===== src/rtl/to_upper.sv =====
// Registered ASCII lowercase-to-uppercase converter on a bit-level byte bus, 1-cycle latency.
// Optional conversion counter (conv_cnt) is built only when TO_UPPER_COUNT_EN is defined.
module to_upper #(
  parameter int CNT_W = 16
) (
  input  logic             clk,
  input  logic             rst_n,
  input  logic             A0,
  input  logic             A1,
  input  logic             A2,
  input  logic             A3,
  input  logic             A4,
  input  logic             A5,
  input  logic             A6,
  input  logic             A7,
  input  logic             in_valid,
  output logic             B0,
  output logic             B1,
  output logic             B2,
  output logic             B3,
  output logic             B4,
  output logic             B5,
  output logic             B6,
  output logic             B7,
  output logic             out_valid,
  output logic             converted
`ifdef TO_UPPER_COUNT_EN
  ,
  output logic [CNT_W-1:0] conv_cnt
`endif
);

  logic [7:0] w_a;
  logic       w_lower;
  logic [7:0] w_y;
  logic [7:0] r_b;
  logic       r_out_valid;
  logic       r_converted;

  assign w_a = {A7, A6, A5, A4, A3, A2, A1, A0};

  // Full 8-bit range compare: bytes with bit 7 set must never fold.
  assign w_lower = (w_a >= 8'h61) && (w_a <= 8'h7A);
  assign w_y     = w_lower ? (w_a & 8'hDF) : w_a;

  // NOTE: sequential state uses non-blocking assignments so every register
  // samples pre-edge values; reset is synchronous and wins over in_valid.
  always_ff @(posedge clk) begin
    if (!rst_n) begin
      r_b         <= 8'h00;
      r_out_valid <= 1'b0;
      r_converted <= 1'b0;
    end else if (in_valid) begin
      r_b         <= w_y;
      r_out_valid <= 1'b1;
      r_converted <= w_lower;
    end else begin
      r_out_valid <= 1'b0;
      r_converted <= 1'b0;
    end
  end

  assign {B7, B6, B5, B4, B3, B2, B1, B0} = r_b;
  assign out_valid = r_out_valid;
  assign converted = r_converted;

`ifdef TO_UPPER_COUNT_EN
  logic [CNT_W-1:0] r_conv_cnt;

  // Free-running modulo-2^CNT_W count of accepted lowercase bytes.
  always_ff @(posedge clk) begin
    if (!rst_n) begin
      r_conv_cnt <= '0;
    end else if (in_valid && w_lower) begin
      r_conv_cnt <= r_conv_cnt + CNT_W'(1);
    end
  end

  assign conv_cnt = r_conv_cnt;
`else
  logic w_unused_cnt_w;
  assign w_unused_cnt_w = (CNT_W > 0);
`endif

endmodule


===== config.mk =====
export PLATFORM = sky130hd
export DESIGN_NAME = to_upper
export DESIGN_NICKNAME = d
export VERILOG_FILES = /design/src/rtl/to_upper.sv
export SDC_FILE = /design/constraint.sdc
export NUM_CORES = 1
export LEC_CHECK = 0
export CORE_AREA = 4 4 41 43
export CTS_BUF_LIST = sky130_fd_sc_hd__clkbuf_8
export CTS_CLUSTER_SIZE = 14
export DETAILED_ROUTE_END_ITERATION = 16
export DIE_AREA = 0 0 45 47
export MAX_ROUTING_LAYER = met4
export RECOVER_POWER = 25
export SLEW_MARGIN = 20
export SYNTH_ARGS = -nofsm -noshare
export SYNTH_HDL_FRONTEND = slang
export SYNTH_SLANG_ARGS = --single-unit

===== constraint.sdc =====
create_clock -name clk -period 2.55 [get_ports clk]
set_input_delay 0.51 -clock clk [delete_from_list [all_inputs] [get_ports clk]]
set_output_delay 0.51 -clock clk [all_outputs]
set_load 0.01 [all_outputs]

==> reports/qor.yml, run 1 <==
status: "complete, no violations"
yosys.area_share.simple: 0.163
slowest_stage: "dlygate4sd3_1"
rsz0062_at_grt: "no"
skew_ns: 0
crit_path_end_kind: "flop"
dpl.hpwl_um: 602
leakage_uw: 0.000258
die_width_um: 45
grt_start_max_net_pins: 11
drv_slew: 0
vias: 315
num_io_pins: 21
ant_nets: 0
synth_xor_area_frac: 0
htreeDepth: 1
slew_headroom: 0.658
drive_above_1_share: 0.0690
holdWs_ns: 0.492
worst-setup-path-type: "primary input to flop"
dieArea_sq_mm: 0.00212
port_buffers: 20
synth_top_family_by_area: "multiplexers"
path_clk_slew_ns: 0.04
crit_chain: "dlygate4sd3_1 > mux2i_1 > nor2_1 > o21a_1"
fin_nets: 71
cts_tree: "yes"
cts_resized: 0
r2r-start: "r_b[5]$_SDFFE_PN0P_"
area_delta_synth_final_pct: 68.0
wl_um: 782
final_hold_viol_count: 0
muxShareOfSynthArea: 0.213
cp_num_buf_inv: 1
worstSkewPairLatency_ns: 0.23
ys_types: 13
avgSynthCellArea_sq_um: 10.4
cts_root_buf: "clkbuf_8"
ys_ff_latch: 10
antenna_found_initial: 0
ys_seq_area_frac: 0.533
detail_route.wl_per_cell_um: 10.7
hold_buffers: 0
max-vdd-ir-drop_mv: 0.321
switchingPower_uw: 78.0
layout_common_cells: "clkdlybuf4s50_1 (19), dfxtp_1 (10), mux2i_1 (8), nor2_1 (8), clkbuf_8 (3)"
setup_tns_ns: 0
fin_util: 0.485
first_iter_violations: 1
post-route-drc-count: 0
syn_nets: 47
p_sw_frac: 0.203
p_seq_frac: 0.443
cts_setup_buffers: 0
cp_slowest_stage_delay_ns: 0.86
firstDrtPassIters: 2
p_int_uw: 305
setup_violations: 0
synth-compound-area-share: 0.0667
grt_pass1_wl_mm: 1.33
hold_start: "r_b[4]$_SDFFE_PN0P_"
stdcell_count: 73
syn_inst: 36
overflow: 0
synth_fa_ha_area_frac: 0
fmax_ghz: 0.609
critPathLaunchType: "primary input"
syn_area_sq_um: 375
fillCellCount: 132
cts.sinks: 10
fin_crit_ns: 1.64
start_util: 0.288
ys_warn_count: 0
dp.cells: 70
finalPower_uw: 383
crit_required_ns: 2.67
layout_commonest_cell: "clkdlybuf4s50_1"
fin_crit_sh: 0.643
viasPerCell: 4.32
worstHoldPathType: "flop to flop"
crit_arrival_ns: 1.76
first_global_vias: 334
die_y_um: 47
path_delay_family: "buffers and inverters"
power_density_mw_per_mm2: 608
crit_start: "in_valid"
drv_cap: 0
cp_max_fo: 10
tightest_slew_ns: 0.511
cts_buffers: 3
cts_buffer_depth: 2
n_antenna_cell: 0
core_sq_mm: 0.00130
fp-row-count: 13
gp_congestion: 0.602
pwr-share-comb: 0.156
grt.total_usage: 0.0917
pwr-share-clk: 0.401
final cells by class:
class | instances | area [sq um] | share of cell area
timing repair buffer | 20 | 200 | 0.317
clock buffer | 3 | 41.3 | 0.0655
sequential | 10 | 200 | 0.317
tap | 15 | 18.8 | 0.0298
inverter | 1 | 3.75 | 0.00595
multi-input combinational | 24 | 166 | 0.264
final timing paths:
check,slack [ns],cells after the start,to
max,0.91,4,r_b[5]$_SDFFE_PN0P_
min,0.49,2,r_b[4]$_SDFFE_PN0P_
max reg2reg,1.87,3,r_b[5]$_SDFFE_PN0P_
min reg2reg,0.49,2,r_b[4]$_SDFFE_PN0P_
power groups by stage:
stage	logic [uW]	registers, uW	clock network, uW
2_1_floorplan	19.8	176	0
3_3_place_gp	61.3	172	0
3_5_place_dp	60.7	172	0
4_1_cts	61.2	170	160
5_1_grt	65.8	171	166
6_report	60.0	170	154
registers in the layout (all words and copies together) (netlist names):
register and count:
converted 1, out_valid 1, r_b 8
worst min-delay path: stages (launching register included):
cell     delay (ns)
dfxtp_1        0.32
mux2i_1        0.07
nor2_1         0.07
synthesized netlist by cell type (all sizes together):
| cell type | number | area share |
|---|---|---|
| dfxtp | 10 | 0.53 |
| mux2i | 8 | 0.21 |
| nor2 | 8 | 0.080 |
| a21oi | 1 | 0.013 |
| and2 | 1 | 0.017 |
| buf | 1 | 0.013 |
| clkinv | 1 | 0.010 |
| nand2 | 1 | 0.010 |
| nand4b | 1 | 0.023 |
| nor3 | 1 | 0.013 |
| o21a | 1 | 0.020 |
| o22ai | 1 | 0.033 |
| or4 | 1 | 0.020 |
cells by family (layout without fill, tap and decap cells):
| kind of cell | Yosys count | count (layout) |
|---|---|---|
| flops | 10 | 10 |
| compound gates | 3 | 3 |
| mux | 8 | 8 |
| simple gates | 13 | 13 |
| buf+inv | 2 | 24 |
per-layer routing:
layer / wire length (um) / track usage
met1: 432 / 0.126
met2: 278 / 0.116
met3: 71 / 0.0383
met4: 0 / 0.0351
met5: 0 / -
metrics by stage:
stage | area [sq um] | worst slack (ns)
floorplan | 375 | 1.20
global placement | 589 | 0.692
detailed placement | 589 | 0.698
CTS | 631 | 0.930
global route | 631 | 0.851
finish | 631 | 0.909
Power figures use the tool's default switching activity.
==> run 2: changes to the inputs <==
- clock period: 2.55 -> 1.7 ns (I/O delays scaled with it)
==> run 2 against run 1 <==
Against the previous run: sequential cell count did not move; final cell count rose by 5.5%; sequential share of layout area fell by 1.7 points; utilization rose by 2.8 points; via count rose by 12%; non-clock buffer count rose by 3; wire length rose by 17%; final area rose by 5.8%; combinational power rose by 60%; power rose by 69%; largest cell class is now buffers.
==> reports/qor.yml, run 2 (synthesis gave the netlist of run 1 again) <==
status: "complete, no violations"
placed_cell_area_sq_um: 612
crit_chain: "clkdlybuf4s50_1"
viasPerCell: 4.60
grt_pass1_wl_mm: 1.60
holdWs_ns: 0.494
gp_congestion: 0.643
drv_slew: 0
setup_violations: 0
die_width_um: 45
worst-setup-path-type: "flop to output pin"
first_iter_violations: 2
htreeDepth: 1
layout_common_cells: "clkdlybuf4s50_1 (19), dfxtp_1 (10), mux2i_1 (8), nor2_1 (8), clkbuf_8 (4)"
ant_nets: 0
layout_commonest_cell: "clkdlybuf4s50_1"
cts_tree: "yes"
fin_nets: 74
cp_num_buf_inv: 1
slew_headroom: 0.816
port_buffers: 20
vias: 354
skew_ns: 0
crit_required_ns: 1.36
num_io_pins: 21
cts_buffer_depth: 2
leakage_uw: 0.000279
max-vdd-ir-drop_mv: 0.591
dieArea_sq_mm: 0.00212
met3_usage: 0.0613
power_density_mw_per_mm2: 974
cp_slowest_stage_delay_ns: 0.54
met2_usage: 0.158
busiest_layer: "met2"
slowest_stage: "clkdlybuf4s50_1"
cts_root_buf: "clkbuf_8"
cp_max_fo: 2
n_antenna_cell: 0
wl_um: 914
cts_resized: 0
fp-row-count: 13
critPathLaunchType: "flop"
fin_crit_sh: 0.862
area_delta_synth_final_pct: 77.7
rsz0062_at_grt: "no"
first_global_vias: 388
drv_cap: 0
cts.sinks: 10
crit_path_end_kind: "output pin"
drive_above_1_share: 0.129
grt.total_usage: 0.115
path_clk_slew_ns: 0.05
die_y_um: 47
use_met1: 0.131
overflow: 0
core_sq_mm: 0.00130
setup_tns_ns: 0
final_hold_viol_count: 0
fin_crit_ns: 1.47
path_delay_family: "buffers and inverters"
worstSkewPairLatency_ns: 0.23
post-route-drc-count: 0
grt_start_max_net_pins: 10
antenna_found_initial: 0
firstDrtPassIters: 2
cts_buffers: 3
hold_buffers: 0
cts_setup_buffers: 0
tightest_slew_ns: 0.275
worstHoldPathType: "flop to flop"
largest_reg_flops: 8
top_register: "r_b"
crit_arrival_ns: 1.13
fmax_ghz: 0.682
detail_route.wl_per_cell_um: 11.9
fin_util: 0.513
postLayoutCellArea_sq_um: 667
start_util: 0.288
-- run 2: cell count changes in the layout (fill, tap and decap cells not counted), sizes merged --
cell	delta
buf	+3
clkbuf	+1
-- run 2: routing by layer --
metal  routed length (um)  share of wire  vias up
met5                    0              0        -
li1                     -              -      175
met4                   17          0.019        0
met3                   97           0.11        2
met2                  385           0.42       17
met1                  414           0.45      160
-- run 2: final cells by class --
type                            instances  area (sq um)
Multi-Input combinational cell         24           166
Sequential cell                        10           200
Timing Repair Buffer                   23           223
Fill cell                             125           634
Clock buffer                            4          55.1
Tap cell                               15          18.8
Inverter                                1          3.75
-- run 2: report_power, final --
| group | leakage [uW] | switching [uW] | total, uW | internal, uW |
|---|---|---|---|---|
| clock | 0.0000288 | 95.5 | 299 | 204 |
| combinational | 0.000168 | 35.8 | 95.9 | 60.0 |
| sequential | 0.0000825 | 6.37 | 254 | 248 |
| total | 0.000279 | 138 | 650 | 512 |
-- run 2: final timing paths --
kind                       startpoint                  end  slack, ns  cells after the start
hold / removal    r_b[0]$_SDFFE_PN0P_  r_b[0]$_SDFFE_PN0P_       0.49                      2
hold reg to reg   r_b[0]$_SDFFE_PN0P_  r_b[0]$_SDFFE_PN0P_       0.49                      2
setup reg to reg  r_b[5]$_SDFFE_PN0P_  r_b[5]$_SDFFE_PN0P_       1.01                      3
setup / recovery  r_b[5]$_SDFFE_PN0P_                   B5       0.23                      1
-- run 2: worst reg2reg max path, cell delays in order, from the launching register on --
cell	delay [ns]
dfxtp_1	0.32
mux2i_1	0.12
nor2_1	0.05
o21a_1	0.10
-- run 2: stage by stage --
| step | setup slack (ns) | total power [uW] | instances |
|---|---|---|---|
| detailed placement | 0.0473 | 356 | 73 |
| floorplan | 0.516 | 294 | 36 |
| finish | 0.234 | 650 | 77 |
| global placement | 0.0705 | 355 | 73 |
| global route | 0.188 | 683 | 77 |
| CTS | 0.224 | 663 | 77 |
==> run 3: changes to the inputs <==
- ABC_AREA: not set -> 1
==> run 3 against run 2 <==
Against the previous run: area after synthesis grew 3.0%; power fell by 0.51%; sequential power about the same.
==> reports/qor.yml, run 3 <==
status: "complete, no violations"
synth_top_area_cell: "dfxtp_1"
cts.sinks: 10
slew_headroom: 0.670
start_util: 0.297
grt.total_usage: 0.0941
synth_common_cells: "dfxtp_1 (10), inv_1 (8), nor2_1 (8), o21ai_0 (7), nand2_1 (6)"
ys_seq_area_frac: 0.518
syn_area_sq_um: 387
cts_setup_buffers: 0
final_hold_viol_count: 0
dpl.hpwl_um: 660
area_delta_synth_final_pct: 68.0
antenna_found_initial: 0
viasPerCell: 4.31
cts_root_buf: "clkbuf_8"
syn_nets: 62
power_density_mw_per_mm2: 995
first_iter_violations: 2
yosysMostFrequentCell: "dfxtp_1"
setup_violations: 0
fmax_ghz: 0.685
cts_buffer_depth: 2
layout_common_cells: "clkdlybuf4s50_1 (19), dfxtp_1 (10), inv_1 (8), nor2_1 (8), o21ai_0 (7)"
wl_met3_um: 65
die_y_um: 47
tightest_slew_ns: 0.494
grt_start_max_net_pins: 17
leakage_uw: 0.000291
n_antenna_cell: 0
holdWs_ns: 0.524
async_reset_ff_frac: 0
cts_buffers: 3
fin_crit_sh: 0.859
synthFlopType: "dfxtp_1"
cts_tree: "yes"
synth_top_area_share: 0.518
met2_length_um: 378
worstHoldPathType: "flop to flop"
crit_required_ns: 1.36
fin_nets: 86
htreeDepth: 1
die_width_um: 45
drv_slew: 0
cp_max_fo: 2
setup_tns_ns: 0
port_buffers: 20
fin_crit_ns: 1.46
skew_ns: 0
layout_commonest_cell: "clkdlybuf4s50_1"
post-route-drc-count: 0
detail_route.wl_per_cell_um: 10.0
drive_above_1_share: 0.0811
highest_layer: "met4"
max-vdd-ir-drop_mv: 0.511
num_io_pins: 21
crit_arrival_ns: 1.12
ant_nets: 0
avgSynthCellArea_sq_um: 7.58
dieArea_sq_mm: 0.00212
rsz0062_at_grt: "no"
path_delay_family: "buffers and inverters"
overflow: 0
worst-setup-path-type: "flop to output pin"
gp_congestion: 0.783
syn_inst: 51
wl_um: 890
synth_edf_count: 0
cp_slowest_stage_delay_ns: 0.54
worstSkewPairLatency_ns: 0.23
path_clk_slew_ns: 0.05
cts_resized: 0
wl_met1_um: 439
crit_path_end_kind: "output pin"
fp-row-count: 13
ys_ff_latch: 10
first_global_vias: 336
slowest_stage: "clkdlybuf4s50_1"
grt_pass1_wl_mm: 1.34
firstDrtPassIters: 4
crit_chain: "clkdlybuf4s50_1"
critPathLaunchType: "flop"
drv_cap: 0
synthTopCellsByArea: "dfxtp_1 (52%), o21ai_0 (9.1%), inv_1 (7.8%)"
top_register: "r_b"
hold_buffers: 0
largest_reg_flops: 8
vias: 384
core_sq_mm: 0.00130
cp_num_buf_inv: 1
ys_warn_count: 0
ys_types: 11
==> run 3: changes by cell type after synthesis, moves of 3 or more <==
cell / delta
o21ai_0: +7
inv_1: +8
nand2_1: +5
a21oi_1: +4
nand3_1: +3
mux2i_1: -8
==> run 3: worst min-delay path: stages (launching register included) <==
cell and delay [ns]:
dfxtp_1 0.32, o21ai_1 0.11, nor2_1 0.05
==> run 3: per-layer routing <==
| layer | up-vias | track usage |
|---|---|---|
| met5 | - | - |
| met4 | 0 | 0.0175 |
| met3 | 2 | 0.0575 |
| met2 | 16 | 0.127 |
| met1 | 159 | 0.119 |
| li1 | 207 | - |
==> run 3: cell families after synthesis <==
kind of cell           after synthesis  share of synthesized area
and+or+nand+nor                     17                      0.175
DFF                                 10                      0.518
buffers and inverters               10                      0.116
AOI/OAI and AO/OA                   14                      0.191
==> run 3: area by class of cell <==
cell class / count / area (sq um)
Sequential cell: 10 / 200
Timing Repair Buffer: 20 / 200
Fill cell: 137 / 652
Tap cell: 15 / 18.8
Multi-Input combinational cell: 31 / 141
Inverter: 9 / 33.8
Clock buffer: 4 / 55.1
==> run 3: metrics by stage <==
stage | utilization | power, uW | std cells | instance area, sq um | setup slack (ns)
2_1_floorplan | - | 296 | 51 | 387 | 0.875
3_3_place_gp | 0.457 | 356 | 85 | 594 | 0.217
3_5_place_dp | 0.457 | 356 | 85 | 594 | 0.188
4_1_cts | 0.499 | 654 | 89 | 649 | 0.228
5_1_grt | 0.499 | 675 | 89 | 649 | 0.187
6_report | 0.499 | 646 | 89 | 649 | 0.239
==> run 3: where the power goes <==
part	switching, uW	leakage [uW]	internal (uW)
Clock	91.9	0.0000288	203
Sequential	6.55	0.0000830	250
Combinational	39.8	0.000180	54.6
Total	138	0.000291	508
==> run 3: path summary, 6_finish.rpt <==
| path | from | to | slack (ns) | cells past startpoint |
|---|---|---|---|---|
| worst min-delay path | r_b[6]$_SDFFE_PN0P_ | r_b[6]$_SDFFE_PN0P_ | 0.52 | 2 |
| worst min register to register | r_b[6]$_SDFFE_PN0P_ | r_b[6]$_SDFFE_PN0P_ | 0.52 | 2 |
| worst max register to register | r_b[4]$_SDFFE_PN0P_ | r_b[4]$_SDFFE_PN0P_ | 1.05 | 2 |
| worst max-delay path | r_b[6]$_SDFFE_PN0P_ | B6 | 0.24 | 1 |
